[config.mk]
export PLATFORM = sky130hd
export DESIGN_NAME = hwpe_stream_realign_sequencer_flat
export DESIGN_NICKNAME = d
export VERILOG_FILES = /design/src/rtl/hwpe_stream_realign_sequencer_if.sv /design/src/rtl/hwpe_stream_realign_sequencer.sv /design/src/flat_wrapper.sv
export SDC_FILE = /design/constraint.sdc
export NUM_CORES = 1
export LEC_CHECK = 0
export BUFFER_PORTS_ARGS = -buffer_cell sky130_fd_sc_hd__buf_2
export CORE_UTILIZATION = 50
export CTS_BUF_LIST = sky130_fd_sc_hd__clkbuf_8
export DETAILED_ROUTE_END_ITERATION = 10
export PLACE_DENSITY_LB_ADDON = 0.08
export RECOVER_POWER = 25
export REMOVE_ABC_BUFFERS = 1
export SLEW_MARGIN = 10
export SYNTH_ARGS = -nofsm -noshare
export SYNTH_HDL_FRONTEND = slang
export SYNTH_SLANG_ARGS = --single-unit
export TNS_END_PERCENT = 100
[constraint.sdc]
create_clock -name clk_i -period 8.93 [get_ports clk_i]
set_input_delay 1.786 -clock clk_i [delete_from_list [all_inputs] [get_ports clk_i]]
set_output_delay 1.786 -clock clk_i [all_outputs]
set_load 0.01 [all_outputs]
[src/rtl/hwpe_stream_realign_sequencer_if.sv]
// Load-request channel of the realign sequencer: word request plus the
// per-word realigner controls that travel with it.
interface hwpe_stream_realign_sequencer_if #(
  parameter int unsigned DATA_WIDTH = 32,
  parameter int unsigned ADDR_WIDTH = 32,
  parameter int unsigned CNT_WIDTH  = 16
);
  localparam int unsigned B = DATA_WIDTH / 8;

  logic [ADDR_WIDTH-1:0] addr;
  logic                  valid;
  logic                  ready;
  logic                  first;
  logic                  last;
  logic                  last_packet;
  logic                  strb_valid;
  logic [B-1:0]          strb;
  logic                  realign;
  logic [CNT_WIDTH-1:0]  line_length;

  modport master (
    output addr, valid, first, last, last_packet, strb_valid, strb, realign, line_length,
    input  ready
  );

  modport slave (
    input  addr, valid, first, last, last_packet, strb_valid, strb, realign, line_length,
    output ready
  );
endinterface

[src/rtl/hwpe_stream_realign_sequencer.sv]
// Issues word-aligned loads for a strided 2D transfer with a possibly misaligned
// base, tagging each word with first/last/strobe controls; zero latency, holds on !ready.
module hwpe_stream_realign_sequencer #(
  parameter int unsigned DATA_WIDTH = 32,
  parameter int unsigned ADDR_WIDTH = 32,
  parameter int unsigned CNT_WIDTH  = 16
) (
  input  logic                  clk_i,
  input  logic                  rst_ni,
  input  logic                  clear_i,
  input  logic                  enable_i,
  input  logic                  start_i,
  input  logic [ADDR_WIDTH-1:0] base_addr_i,
  input  logic [CNT_WIDTH-1:0]  line_words_i,
  input  logic [CNT_WIDTH-1:0]  n_lines_i,
  input  logic [ADDR_WIDTH-1:0] line_stride_i,
  hwpe_stream_realign_sequencer_if.master req,
  output logic                  enable_o,
  output logic                  busy_o,
  output logic                  done_o
);

  localparam int unsigned B = DATA_WIDTH / 8;
  localparam int unsigned O = $clog2(B);

  typedef enum logic [1:0] {IDLE, ISSUE, DONE} state_t;

  state_t                state_q, state_d;
  logic [CNT_WIDTH-1:0]  word_cnt_q, word_cnt_d;
  logic [CNT_WIDTH-1:0]  line_cnt_q, line_cnt_d;
  logic [CNT_WIDTH-1:0]  line_len_q, line_len_d;
  logic [CNT_WIDTH-1:0]  n_lines_q, n_lines_d;
  logic [ADDR_WIDTH-1:0] line_base_q, line_base_d;
  logic [ADDR_WIDTH-1:0] stride_q, stride_d;
  logic [O-1:0]          off_q, off_d;
  logic                  realign_q, realign_d;

  logic         issue, is_first, is_last, is_last_line;
  logic [B-1:0] head_strb;

  always_ff @(posedge clk_i or negedge rst_ni) begin
    if (!rst_ni) begin
      state_q     <= IDLE;
      word_cnt_q  <= '0;
      line_cnt_q  <= '0;
      line_len_q  <= '0;
      n_lines_q   <= '0;
      line_base_q <= '0;
      stride_q    <= '0;
      off_q       <= '0;
      realign_q   <= 1'b0;
    end else begin
      state_q     <= state_d;
      word_cnt_q  <= word_cnt_d;
      line_cnt_q  <= line_cnt_d;
      line_len_q  <= line_len_d;
      n_lines_q   <= n_lines_d;
      line_base_q <= line_base_d;
      stride_q    <= stride_d;
      off_q       <= off_d;
      realign_q   <= realign_d;
    end
  end

  assign issue        = (state_q == ISSUE);
  assign is_first     = (word_cnt_q == '0);
  assign is_last      = (word_cnt_q == line_len_q - CNT_WIDTH'(1));
  assign is_last_line = (line_cnt_q == n_lines_q - CNT_WIDTH'(1));

  always_comb begin
    state_d     = state_q;
    word_cnt_d  = word_cnt_q;
    line_cnt_d  = line_cnt_q;
    line_len_d  = line_len_q;
    n_lines_d   = n_lines_q;
    line_base_d = line_base_q;
    stride_d    = stride_q;
    off_d       = off_q;
    realign_d   = realign_q;

    case (state_q)
      IDLE: begin
        if (start_i) begin
          off_d       = base_addr_i[O-1:0];
          realign_d   = (base_addr_i[O-1:0] != '0);
          line_len_d  = line_words_i + CNT_WIDTH'(base_addr_i[O-1:0] != '0);
          line_base_d = {base_addr_i[ADDR_WIDTH-1:O], {O{1'b0}}};
          n_lines_d   = n_lines_i;
          stride_d    = line_stride_i;
          word_cnt_d  = '0;
          line_cnt_d  = '0;
          state_d     = ISSUE;
        end
      end
      ISSUE: begin
        if (req.ready) begin
          if (is_last && is_last_line) begin
            state_d = DONE;
          end else if (is_last) begin
            word_cnt_d  = '0;
            line_cnt_d  = line_cnt_q + CNT_WIDTH'(1);
            line_base_d = line_base_q + stride_q;
          end else begin
            word_cnt_d = word_cnt_q + CNT_WIDTH'(1);
          end
        end
      end
      DONE:    state_d = IDLE;
      default: state_d = IDLE;
    endcase

    // Clear wins over everything, including a start in the same cycle.
    if (clear_i) begin
      state_d     = IDLE;
      word_cnt_d  = '0;
      line_cnt_d  = '0;
      line_len_d  = '0;
      n_lines_d   = '0;
      line_base_d = '0;
      stride_d    = '0;
      off_d       = '0;
      realign_d   = 1'b0;
    end
  end

  // Leading word keeps the bytes at and above the offset, trailing word the rest.
  assign head_strb = {B{1'b1}} << off_q;

  always_comb begin
    req.valid       = issue;
    req.addr        = issue ? line_base_q + (ADDR_WIDTH'(word_cnt_q) << O) : '0;
    req.first       = issue & is_first;
    req.last        = issue & is_last;
    req.last_packet = issue & is_last & is_last_line;
    req.strb_valid  = issue & (is_first | is_last);
    req.strb        = '0;
    if (issue) begin
      if (!realign_q)    req.strb = '1;
      else if (is_first) req.strb = head_strb;
      else if (is_last)  req.strb = ~head_strb;
      else               req.strb = '1;
    end
    req.realign     = realign_q;
    req.line_length = line_len_q;
  end

  assign enable_o = enable_i;
  assign busy_o   = issue;
  assign done_o   = (state_q == DONE);

endmodule

[src/flat_wrapper.sv]
// flat-port wrapper written by rule: the top's interface ports become plain ports
module hwpe_stream_realign_sequencer_flat 
#(
  parameter int unsigned DATA_WIDTH = 32,
  parameter int unsigned ADDR_WIDTH = 32,
  parameter int unsigned CNT_WIDTH  = 16
)
  (clk_i, rst_ni, clear_i, enable_i, start_i, base_addr_i, line_words_i, n_lines_i, line_stride_i, enable_o, busy_o, done_o, req_addr, req_valid, req_first, req_last, req_last_packet, req_strb_valid, req_strb, req_realign, req_line_length, req_ready);
  hwpe_stream_realign_sequencer_if #(.DATA_WIDTH(DATA_WIDTH), .ADDR_WIDTH(ADDR_WIDTH), .CNT_WIDTH(CNT_WIDTH)) req_i ();
  input  logic clk_i;
  input  logic rst_ni;
  input  logic clear_i;
  input  logic enable_i;
  input  logic start_i;
  input  logic [ADDR_WIDTH-1:0] base_addr_i;
  input  logic [CNT_WIDTH-1:0] line_words_i;
  input  logic [CNT_WIDTH-1:0] n_lines_i;
  input  logic [ADDR_WIDTH-1:0] line_stride_i;
  output logic enable_o;
  output logic busy_o;
  output logic done_o;
  output wire logic [$bits(req_i.addr)-1:0] req_addr;
  output wire logic [$bits(req_i.valid)-1:0] req_valid;
  output wire logic [$bits(req_i.first)-1:0] req_first;
  output wire logic [$bits(req_i.last)-1:0] req_last;
  output wire logic [$bits(req_i.last_packet)-1:0] req_last_packet;
  output wire logic [$bits(req_i.strb_valid)-1:0] req_strb_valid;
  output wire logic [$bits(req_i.strb)-1:0] req_strb;
  output wire logic [$bits(req_i.realign)-1:0] req_realign;
  output wire logic [$bits(req_i.line_length)-1:0] req_line_length;
  input wire logic [$bits(req_i.ready)-1:0] req_ready;
  assign req_addr = req_i.addr;
  assign req_valid = req_i.valid;
  assign req_first = req_i.first;
  assign req_last = req_i.last;
  assign req_last_packet = req_i.last_packet;
  assign req_strb_valid = req_i.strb_valid;
  assign req_strb = req_i.strb;
  assign req_realign = req_i.realign;
  assign req_line_length = req_i.line_length;
  assign req_i.ready = req_ready;
  hwpe_stream_realign_sequencer #(.DATA_WIDTH(DATA_WIDTH), .ADDR_WIDTH(ADDR_WIDTH), .CNT_WIDTH(CNT_WIDTH)) u_core (.clk_i(clk_i), .rst_ni(rst_ni), .clear_i(clear_i), .enable_i(enable_i), .start_i(start_i), .base_addr_i(base_addr_i), .line_words_i(line_words_i), .n_lines_i(n_lines_i), .line_stride_i(line_stride_i), .req(req_i), .enable_o(enable_o), .busy_o(busy_o), .done_o(done_o));
endmodule
After elaboration in Yosys (flattened, before gate mapping) --
Index checks and enable logic that the tools add are counted.
Cells by class: add/sub/neg operators 7, eq/ne operators 9, shift-type cells 1, multiplexer cells 42, bitwise logic cells 6, reduce and logical (&&, ||, !) cells 11
Operators by type and width (number):
- 32-bit two-way mux | 9
- 16-bit two-way mux | 15
- 16-bit case mux with 2 select lines | 2
- 32-bit case mux with 2 select lines | 1
- 16-bit by 1-bit adder with 16-bit output (second input constant) | 2
- 32-bit by 18-bit adder with 32-bit output | 1
- 32-bit adder | 1
- 16-bit == test | 2
- 16-bit by 1-bit subtractor with 16-bit output (second input constant) | 2
- 16-bit by 1-bit adder with 16-bit output | 1
- 16-bit zero test | 1
- 4-bit two-way mux | 4
- 3-bit inequality test (second input constant) | 5
- 2-bit two-way mux | 7
- 2-bit nonzero test | 3
- 5-bit AND reduction | 1
- 1-bit AND | 4
- 4-bit NOT | 1
- 2-bit case mux with 2 select lines | 1
- 4-bit AND reduction | 1
- 4-bit by 2-bit left shift with 4-bit output (first input constant) | 1
- 1-bit two-way mux | 3
- 3-bit AND reduction | 1
- 3-bit nonzero test | 1
- other kinds (6) | 6
Storage, ports and cells: register bits 133, input port bits 102, output and inout port bits 61, word-level logic and storage cells 85

Longest topological paths before layout --
depth after elaboration 7, gate-level depth with buffers 14, gate-level depth less buffers 11

Least setup slack after synthesis --
OpenSTA, ideal clock, no wires.
path kind register to output, start register u_core.line_len_q[0] (netlist: u_core.req.line_length[0]), end output req_strb[0], arrival 2.709 ns, required time 7.144 ns, path slack 4.435 ns, cell stages (with the launch flop) 10, buffers on the path 0, cells stage by stage dfrtp_1 inv_1 ha_1 or4b_1 o41a_1 nor3b_1 nand4_1 or2_2 o31ai_1 a21oi_1
On the way: longest elaborated chain between the ends 6
Ends and longest elaborated chain:
- from (decl) | RTL line hwpe_stream_realign_sequencer.sv:31 | logic [CNT_WIDTH-1:0] line_len_q, line_len_d;
- from (signal assigned) | RTL line hwpe_stream_realign_sequencer.sv:56 | line_len_q <= line_len_d;
- 16-bit by 1-bit subtractor with 16-bit output | RTL line hwpe_stream_realign_sequencer.sv:67 | assign is_last = (word_cnt_q == line_len_q - CNT_WIDTH'(1));
- 16-bit == test | RTL line hwpe_stream_realign_sequencer.sv:67
- 4-bit two-way mux | RTL line hwpe_stream_realign_sequencer.sv:140 | else if (is_last) req.strb = ~head_strb;
- 4-bit two-way mux | RTL line hwpe_stream_realign_sequencer.sv:139 | else if (is_first) req.strb = head_strb;
- 4-bit two-way mux | RTL line hwpe_stream_realign_sequencer.sv:138 | if (!realign_q) req.strb = '1;
- 4-bit two-way mux | RTL line hwpe_stream_realign_sequencer.sv:137 | if (issue) begin
- to (decl) | RTL line flat_wrapper.sv:28 | output wire logic [$bits(req_i.strb)-1:0] req_strb;
No other way between the ends.

==> results.yml <==
worst_hold_path:
  hold_path_class: "register to register"
  hold_depth: 2
die:
  rows: 51
  die-area_sq_um: 20700
  ioPinCount: 163
  die_w_microns: 144
  start_util_pct: 51.4
  die_height_microns: 144
  core_sq_um: 19600
power_and_ir_drop:
  power_frac_comb_pct: 26.9
  pwr-share-clk_pct: 33.1
  swShare_pct: 33.9
  p_switching_uw: 592
  peakVddDrop_uv: 89.5
  leakage_nw: 5.46
  power.density_nw_per_um2: 153
  internal_power_mw: 1.15
  p_seq_share_pct: 40.1
place:
  dp_hpwl_microns: 20000
  place.gp.congestion: 0.879
  portBuffers: 160
run_status:
  violations: "capacitance limit, slew limit"
  status: "finished, violations left"
sta:
  relSlewSlack_pct: -179
  rsz0062_at_grt: "false"
  hold_violations: 0
  fmax_ghz: 0.168
  tightest_slew_ns: 4.18
  fin_skew_ns: 0.0102
  final.min_clock_period_ns: 5.97
  setup_viol: 0
  min_period_over_period_pct: 66.9
  maxSlewViolCount: 136
  hold_ws_ns: 0.509
  setup_tns_ns: 0
detailed_routing:
  firstDrtPassIters: 5
  drt-initial-drc-count: 540
  postRouteAntennaNets: 0
  vias: 9360
  drcViolationCount: 0
  vias_per_cell: 5.95
  wire_per_inst_microns: 17.9
  wl_microns: 28200
setup_path:
  end_kind: "async pin"
  worstPathCellList: "clkbuf_1 -> clkbuf_2"
  worst_ep_arrival_time_ns: 6.27
  crit_path_start_kind: "input pin"
  slowest_stage: "clkbuf_1"
  worstSetupPathType: "input pin to async pin"
  critPathBufInv: 2
  critical_path_cell_count: 2
  path_delay_family: "buffers and inverters"
  critical_path.max_fanout: 75
  required_ns: 9.23
  r2r_cells: 12
  slowest_delay_ns: 2.89
layout:
  drive_gt1_share_pct: 17.4
  syn2layout_area_growth_pct: 13.6
  nets: 1452
  fillers: 1897
global_route:
  grt_pass1_vias: 8940
  grt_util_all_layers_pct: 28.6
  antenna_found_initial: 1
  overflow: 0
  grt_first_pass_wirelength_microns: 46300
  grt_max_degree: 76
synthesis:
  synth_warnings: 0
  yosysTopAreaCell: "dfrtp_1"
  yosysSeqAreaShare_pct: 33.1
  yosysTopAreaCellShare_pct: 33.1
  netlist_instances: 1174
  synth_area_leaders: "dfrtp_1, ha_1, a22o_1"
  synth-seq-cells: 133
  ys_async_sr_fraction_pct: 100
  syn_area_sq_um: 10100
  synth_edf_count: 0
  synth-main-ff-cell: "dfrtp_1"
  synth.distinct_cells: 76
  post_synth.cell_area_avg_sq_um: 8.58
clock_network:
  htreeDepth: 4
  clockRootBuffer: "clkbuf_8"
  numCtsBuffers: 17
  clkLatencyLatePin_ns: 0.45
  post_cts_buffers: 0
  cts_tree: "built"
  cts_sinks: 133
  cts.clk_slew.worst_paths_ns: 0.08
  cts-resized-gates: 0
  hold_buffers: 0
  clock_path_buffers: 2
run:
  drv_cap: 2
metrics by stage:
stage	utilization (%)	worst slack [ns]	area, sq um	power [mW]	cells
2_1_floorplan	-	2.84	9770	1.02	1106
3_3_place_gp	56.2	3.93	11000	1.17	1540
3_5_place_dp	56.2	3.85	11000	1.18	1540
4_1_cts	58.4	3.35	11400	1.76	1572
5_1_grt	58.4	2.00	11400	1.85	1573
6_report	58.4	2.96	11400	1.75	1573
cell usage after synthesis (all sizes together) (26+ instances only):
cell type	count
o31ai	26
xor2	46
o21ai	79
nor2	110
clkbuf	45
nand2	102
nand3	39
ha	54
a22o	67
dfrtp	133
and3	26
a21oi	70
xnor2	55
sequential cells by signal, indices dropped and copies added, names as in the netlist:
signal,flops
u_core.line_base_q,32
u_core.stride_q,32
u_core.line_cnt_q,16
u_core.n_lines_q,16
u_core.req.line_length,16
u_core.word_cnt_q,16
u_core.off_q,2
u_core.state_q,2
u_core.req.realign,1
cell families (layout without fill, tap and decap cells):
logic type / Yosys count / in the layout / synth area share [%]
simple gates: 432 / 432 / 22.2
compound gates: 350 / 350 / 23.8
flops: 133 / 133 / 33.1
xor+xnor: 102 / 102 / 9.01
buf+inv: 91 / 224 / 3.84
fa+ha+maj: 56 / 56 / 7.11
mux: 10 / 10 / 1.01
other cells: 0 / 1 / 0
metal layers:
layer / track usage [%] / part of all wire, % / wire length (microns) / up-vias
met4: 7.33 / 1.2 / 346 / 0
met3: 4.27 / 4.9 / 1390 / 29
met2: 47.7 / 47 / 13300 / 237
li1: - / - / - / 4581
met1: 38.7 / 46 / 13100 / 4513
met5: 0 / 0 / 0 / -
final cells by class:
class | instances | area, sq um | share of cell area (%)
antenna | 1 | 2.50 | 0.0219
clock buffer | 19 | 262 | 2.29
clock inverter | 13 | 180 | 1.58
inverter | 23 | 86.3 | 0.755
multi-input combinational | 950 | 6380 | 55.8
sequential | 133 | 3330 | 29.1
tap | 265 | 332 | 2.90
timing repair buffer | 169 | 865 | 7.56
cells in the final DEF (no fill, tap or decap), drive strengths merged, types with 13 or more instances in the layout:
master	synthesis	layout
nand3	39	39
nand2	102	102
buf	23	167
o21ai	79	79
nor2	110	110
or3	21	21
xnor2	55	55
nand4	15	15
o31ai	26	26
and3	26	26
nor4	13	13
clkbuf	45	21
nor3	21	21
a22o	67	67
ha	54	54
a21oi	70	70
a21o	23	23
inv	23	25
dfrtp	133	133
xor2	46	46
nand2b	18	18
power by group through the flow:
stage	combinational (mW)	sequential, mW	clock [mW]
5_1_grt	0.525	0.706	0.614
3_3_place_gp	0.461	0.710	0
4_1_cts	0.470	0.699	0.587
6_report	0.470	0.699	0.577
3_5_place_dp	0.466	0.711	0
2_1_floorplan	0.323	0.694	0
worst paths after layout:
path	slack (ns)	from	endpoint
min in group asynchronous	2.80	rst_ni	u_core.stride_q[29]
hold reg to reg	0.51	u_core.line_base_q[0]	u_core.line_base_q[0]
setup reg to reg	4.52	u_core.n_lines_q[0]	u_core.line_base_q[30]
max in group clk_i	3.35	u_core.word_cnt_q[0]	req_addr[20]
setup / recovery	2.96	rst_ni	u_core.word_cnt_q[9]
hold / removal	0.51	u_core.line_base_q[0]	u_core.line_base_q[0]
Power figures use the tool's default switching activity.
